$ cat src/rtl/mem_axi_bridge_pkg.sv
// Shared definitions for the CPU-to-AXI memory bridge: FSM states, request
// sources and the CPU size codes with their AXI size mapping.
package mem_axi_bridge_pkg;

  typedef enum logic [2:0] {
    ST_IDLE    = 3'd0,
    ST_RD_ADDR = 3'd1,
    ST_RD_DATA = 3'd2,
    ST_WR_REQ  = 3'd3,
    ST_WR_RESP = 3'd4,
    ST_DONE    = 3'd5
  } state_e;

  typedef enum logic {
    SRC_INST = 1'b0,
    SRC_DATA = 1'b1
  } src_e;

  localparam logic [1:0] SIZE_BYTE = 2'b00;
  localparam logic [1:0] SIZE_HALF = 2'b01;
  localparam logic [1:0] SIZE_WORD = 2'b10;

  // AXI encodes transfer size as log2(bytes), which the CPU codes already are.
  function automatic logic [2:0] axi_size(input logic [1:0] cpu_size);
    return {1'b0, cpu_size};
  endfunction

endpackage

$ cat src/rtl/mem_axi_bridge.sv
// Single-outstanding bridge from the CPU fetch/load-store ports to an AXI
// master; data requests win arbitration and the served requester is unstalled
// for exactly the one DONE cycle.
module mem_axi_bridge
  import mem_axi_bridge_pkg::*;
#(
  parameter int ADDR_W = 32,
  parameter int DATA_W = 32
) (
  input  logic                clk,
  input  logic                rst,
  input  logic                inst_req,
  input  logic [ADDR_W-1:0]   inst_addr,
  output logic [DATA_W-1:0]   inst_rdata,
  output logic                inst_stall,
  input  logic                data_req,
  input  logic                data_wr,
  input  logic [1:0]          data_size,
  input  logic [DATA_W/8-1:0] data_sel,
  input  logic [ADDR_W-1:0]   data_addr,
  input  logic [DATA_W-1:0]   data_wdata,
  output logic [DATA_W-1:0]   data_rdata,
  output logic                data_stall,
  output logic [ADDR_W-1:0]   araddr,
  output logic [2:0]          arsize,
  output logic                arvalid,
  input  logic                arready,
  input  logic [DATA_W-1:0]   rdata,
  input  logic                rvalid,
  output logic                rready,
  output logic [ADDR_W-1:0]   awaddr,
  output logic [2:0]          awsize,
  output logic                awvalid,
  input  logic                awready,
  output logic [DATA_W-1:0]   wdata,
  output logic [DATA_W/8-1:0] wstrb,
  output logic                wvalid,
  input  logic                wready,
  input  logic                bvalid,
  output logic                bready
);

  state_e                r_state;
  src_e                  r_src;
  logic [ADDR_W-1:0]     r_addr;
  logic [2:0]            r_size;
  logic [DATA_W-1:0]     r_wdata;
  logic [DATA_W/8-1:0]   r_strb;
  logic                  r_aw_done;
  logic                  r_w_done;
  logic [DATA_W-1:0]     r_inst_rdata;
  logic [DATA_W-1:0]     r_data_rdata;

  logic                  w_aw_ok;
  logic                  w_w_ok;
  logic                  w_done_inst;
  logic                  w_done_data;

  // A handshake counts as complete if it happened earlier or is happening now.
  assign w_aw_ok = r_aw_done | awready;
  assign w_w_ok  = r_w_done | wready;

  always_ff @(posedge clk or posedge rst) begin
    if (rst) begin
      r_state      <= ST_IDLE;
      r_src        <= SRC_INST;
      r_addr       <= {ADDR_W{1'b0}};
      r_size       <= 3'b000;
      r_wdata      <= {DATA_W{1'b0}};
      r_strb       <= {(DATA_W/8){1'b0}};
      r_aw_done    <= 1'b0;
      r_w_done     <= 1'b0;
      r_inst_rdata <= {DATA_W{1'b0}};
      r_data_rdata <= {DATA_W{1'b0}};
    end else begin
      case (r_state)
        ST_IDLE: begin
          r_aw_done <= 1'b0;
          r_w_done  <= 1'b0;
          if (data_req) begin
            r_src   <= SRC_DATA;
            r_addr  <= data_addr;
            r_size  <= axi_size(data_size);
            r_wdata <= data_wdata;
            r_strb  <= data_sel;
            r_state <= data_wr ? ST_WR_REQ : ST_RD_ADDR;
          end else if (inst_req) begin
            r_src   <= SRC_INST;
            r_addr  <= inst_addr;
            r_size  <= axi_size(SIZE_WORD);
            r_wdata <= {DATA_W{1'b0}};
            r_strb  <= {(DATA_W/8){1'b0}};
            r_state <= ST_RD_ADDR;
          end else begin
            r_state <= ST_IDLE;
          end
        end
        ST_RD_ADDR: begin
          if (arready) begin
            r_state <= ST_RD_DATA;
          end
        end
        ST_RD_DATA: begin
          if (rvalid) begin
            if (r_src == SRC_DATA) begin
              r_data_rdata <= rdata;
            end else begin
              r_inst_rdata <= rdata;
            end
            r_state <= ST_DONE;
          end
        end
        ST_WR_REQ: begin
          r_aw_done <= w_aw_ok;
          r_w_done  <= w_w_ok;
          if (w_aw_ok && w_w_ok) begin
            r_state <= ST_WR_RESP;
          end
        end
        ST_WR_RESP: begin
          if (bvalid) begin
            r_state <= ST_DONE;
          end
        end
        ST_DONE: begin
          r_state <= ST_IDLE;
        end
        default: begin
          r_state <= ST_IDLE;
        end
      endcase
    end
  end

  // AXI controls decode directly from registered state, so they drop the
  // instant reset forces IDLE.
  assign arvalid = (r_state == ST_RD_ADDR);
  assign rready  = (r_state == ST_RD_DATA);
  assign awvalid = (r_state == ST_WR_REQ) & ~r_aw_done;
  assign wvalid  = (r_state == ST_WR_REQ) & ~r_w_done;
  assign bready  = (r_state == ST_WR_RESP);

  assign araddr  = r_addr;
  assign arsize  = r_size;
  assign awaddr  = r_addr;
  assign awsize  = r_size;
  assign wdata   = r_wdata;
  assign wstrb   = r_strb;

  assign w_done_inst = (r_state == ST_DONE) && (r_src == SRC_INST);
  assign w_done_data = (r_state == ST_DONE) && (r_src == SRC_DATA);
  assign inst_stall  = inst_req & ~w_done_inst;
  assign data_stall  = data_req & ~w_done_data;

  assign inst_rdata  = r_inst_rdata;
  assign data_rdata  = r_data_rdata;

endmodule

$ cat config.mk
export PLATFORM = sky130hd
export DESIGN_NAME = mem_axi_bridge
export DESIGN_NICKNAME = d
export VERILOG_FILES = /design/src/rtl/mem_axi_bridge_pkg.sv /design/src/rtl/mem_axi_bridge.sv
export SDC_FILE = /design/constraint.sdc
export NUM_CORES = 1
export LEC_CHECK = 0
export BUFFER_PORTS_ARGS = -buffer_cell sky130_fd_sc_hd__buf_2
export CAP_MARGIN = 20
export CELL_PAD_IN_SITES_DETAIL_PLACEMENT = 1
export CELL_PAD_IN_SITES_GLOBAL_PLACEMENT = 2
export CORE_ASPECT_RATIO = 1.2
export CORE_MARGIN = 2
export CORE_UTILIZATION = 28
export DETAILED_ROUTE_END_ITERATION = 7
export HOLD_SLACK_MARGIN = 0.02
export PLACE_DENSITY_LB_ADDON = 0.1
export SLEW_MARGIN = 15
export SYNTH_ARGS = -nofsm -noshare
export SYNTH_HDL_FRONTEND = slang
export SYNTH_SLANG_ARGS = --single-unit
export TNS_END_PERCENT = 100
$ cat constraint.sdc
create_clock -name clk -period 6.7 [get_ports clk]
set_clock_uncertainty 0.15 [all_clocks]
set_input_delay 1.34 -clock clk [delete_from_list [all_inputs] [get_ports clk]]
set_output_delay 1.34 -clock clk [all_outputs]
set_load 0.1 [all_outputs]
==> results.ini <==
[run_status]
outcome=finished, final reports clean

[grt]
grt_max_degree=74
grt_use_total_pct=14.7
grt_pass1_vias=4665
antenna_found_initial=1
grt_pass1_wl_microns=26100
grt-ovfl-total=0

[floorplanning]
start_util_pct=28.7
num_rows=58
dieWidth_microns=138
dieArea_sq_um=22800
core_sq_um=21000
die_h_microns=165
ioPinCount=321

[logic_synthesis]
syn_area_sq_um=6040
synth_ff_type=dfrtp_1
yosysWarnings=0
synth_edf_count=0
yosysSeqAreaShare_pct=58.0
ys_ff_latch=140
syn_area_per_cell_sq_um=14.8
synthArstFlopShare_pct=100
ys_types=37
synthCells=409

[sta]
hold_violations=0
worst_slew_pin_slew_ps=938
max_freq_ghz=0.235
finalCritPeriodShare_pct=63.5
finalSetupViolations=0
slew_violations=0
fin_crit_ps=4250
rsz0062_at_grt=false
slew_headroom_pct=37.4
setup_tns_ps=0

[worst_setup_path]
cp-end-kind=primary output
worst_path_max_delay_cell=buf_2
r2r_setup_slack_ps=4040
cpPeakStageDelay_ps=650
crit_arrival_ps=2760
path_class=in2out
critical_path.top_delay_family=buffers and inverters
required_ps=5210
cp.depth=4
rr_startpoint=r_state[0]
cp_num_buf_inv=3
reg2reg_to=data_rdata[8]
reg2regPathDepth=3
crit_fanout=36
path_cells=buf_2 -> inv_2 -> a31oi_1 -> buf_2
crit_top_cell=buf_2
start_kind=primary input

[final_layout]
syn_to_final_growth_pct=35.1
design_area_sq_um=8160
nFillCells=2304
drive_above_1_share_pct=67.1
final_common_cell=buf_2
final_nets=834
final_cell_mix=318 x buf_2, 140 x dfrtp_1, 110 x mux2_2

[clock_network]
htreeDepth=4
postCtsHoldBufs=0
clkTransAtPathRegs_ps=60
clk_latency_ps=410
cts.sinks=140
post-cts-setup-buffers=0
ctsRootBufferMaster=clkbuf_16
cts_resized=0
cts_buffers=17
cts_tree=built
clk_path_buf_depth=2

[drt]
drc=0
avgViaCountPerCell=4.55
vias=4426
dr.pass1.iters=6
drt_wl_total_microns=17100
post_drt_wl_per_cell_microns=17.5
antenna_left=0
drtIter0Drc=99

[placed_design]
io_buffers=318
globalplace.congestion=0.724
placed_cell_area_sq_um=7550
place_hpwl_microns=12400

[hold_path]
hp-start=inst_rdata[16]
hold_path_class=reg2reg
min_to=inst_rdata[16]
hold_depth=1

[flow_run]
maxCapViolations=0

==> cells in the mapped netlist (all sizes together) (2+ instances only) <==
cell type / count / area, sq um
dfrtp: 140 / 3500
mux2: 128 / 1440
buf: 56 / 445
a22o: 37 / 324
clkbuf: 5 / 18.8
nand2: 4 / 15.0
nor2: 4 / 17.5
o21ai: 4 / 20.0
a21o: 3 / 22.5
inv: 3 / 11.3
nor2b: 3 / 18.8
and3b: 2 / 17.5
nor3b: 2 / 26.3
nor4: 2 / 33.8
==> how the worst max path moves through the flow <==
stage                   from    endpoint  slack [ps]
detailed placement  data_req  data_stall        2400
floorplan                rst   araddr[0]        1460
global route        data_req  data_stall        2310
CTS                 data_req  data_stall        2400
global placement    data_req  data_stall        2440
finish              data_req  data_stall        2450
==> metrics by stage <==
step                      setup slack (ps)  utilization (%)  instances  hold WS [ps]
final                                 2450             38.8        973           331
after floorplan                       1460                -        410           359
after global routing                  2310             38.8        973           344
after global placement                2440             35.9        941           314
after detailed placement              2400             35.9        941           324
after CTS                             2400             38.8        972           338
==> logic make-up after synthesis <==
logic type | Yosys count | synth area share [%]
compound gates | 54 | 7.34
buf+inv | 64 | 7.87
flops | 140 | 58.0
mux | 128 | 23.9
other cells | 1 | 0.0621
simple gates | 22 | 2.84
==> final cells by class <==
class	count	area, sq um	area share (%)
Tap cell	270	338	4.14
Timing Repair Buffer	322	1620	19.9
Sequential cell	140	3500	42.9
Clock inverter	13	166	2.04
Antenna cell	1	2.50	0.0307
Inverter	3	16.3	0.199
Multi-Input combinational cell	206	2070	25.4
Clock buffer	18	439	5.38
==> routing by layer <==
layer	part of all wire, %	up-vias	global-route usage (%)
met5	0	-	0
met4	1.6	0	5.57
met3	5.7	20	3.71
met2	53	177	26.5
met1	40	2230	16.9
li1	-	1999	-
==> flip-flops by register name (all words and copies together) (netlist names) <==
signal,cells
araddr,32
data_rdata,32
inst_rdata,32
wdata,32
wstrb,4
r_state,3
arsize,2
r_aw_done,1
r_src,1
r_w_done,1
Power is left out: the tool's default activity adds up to more than one toggle a clock period on the data nets, which glitch-free logic cannot reach.
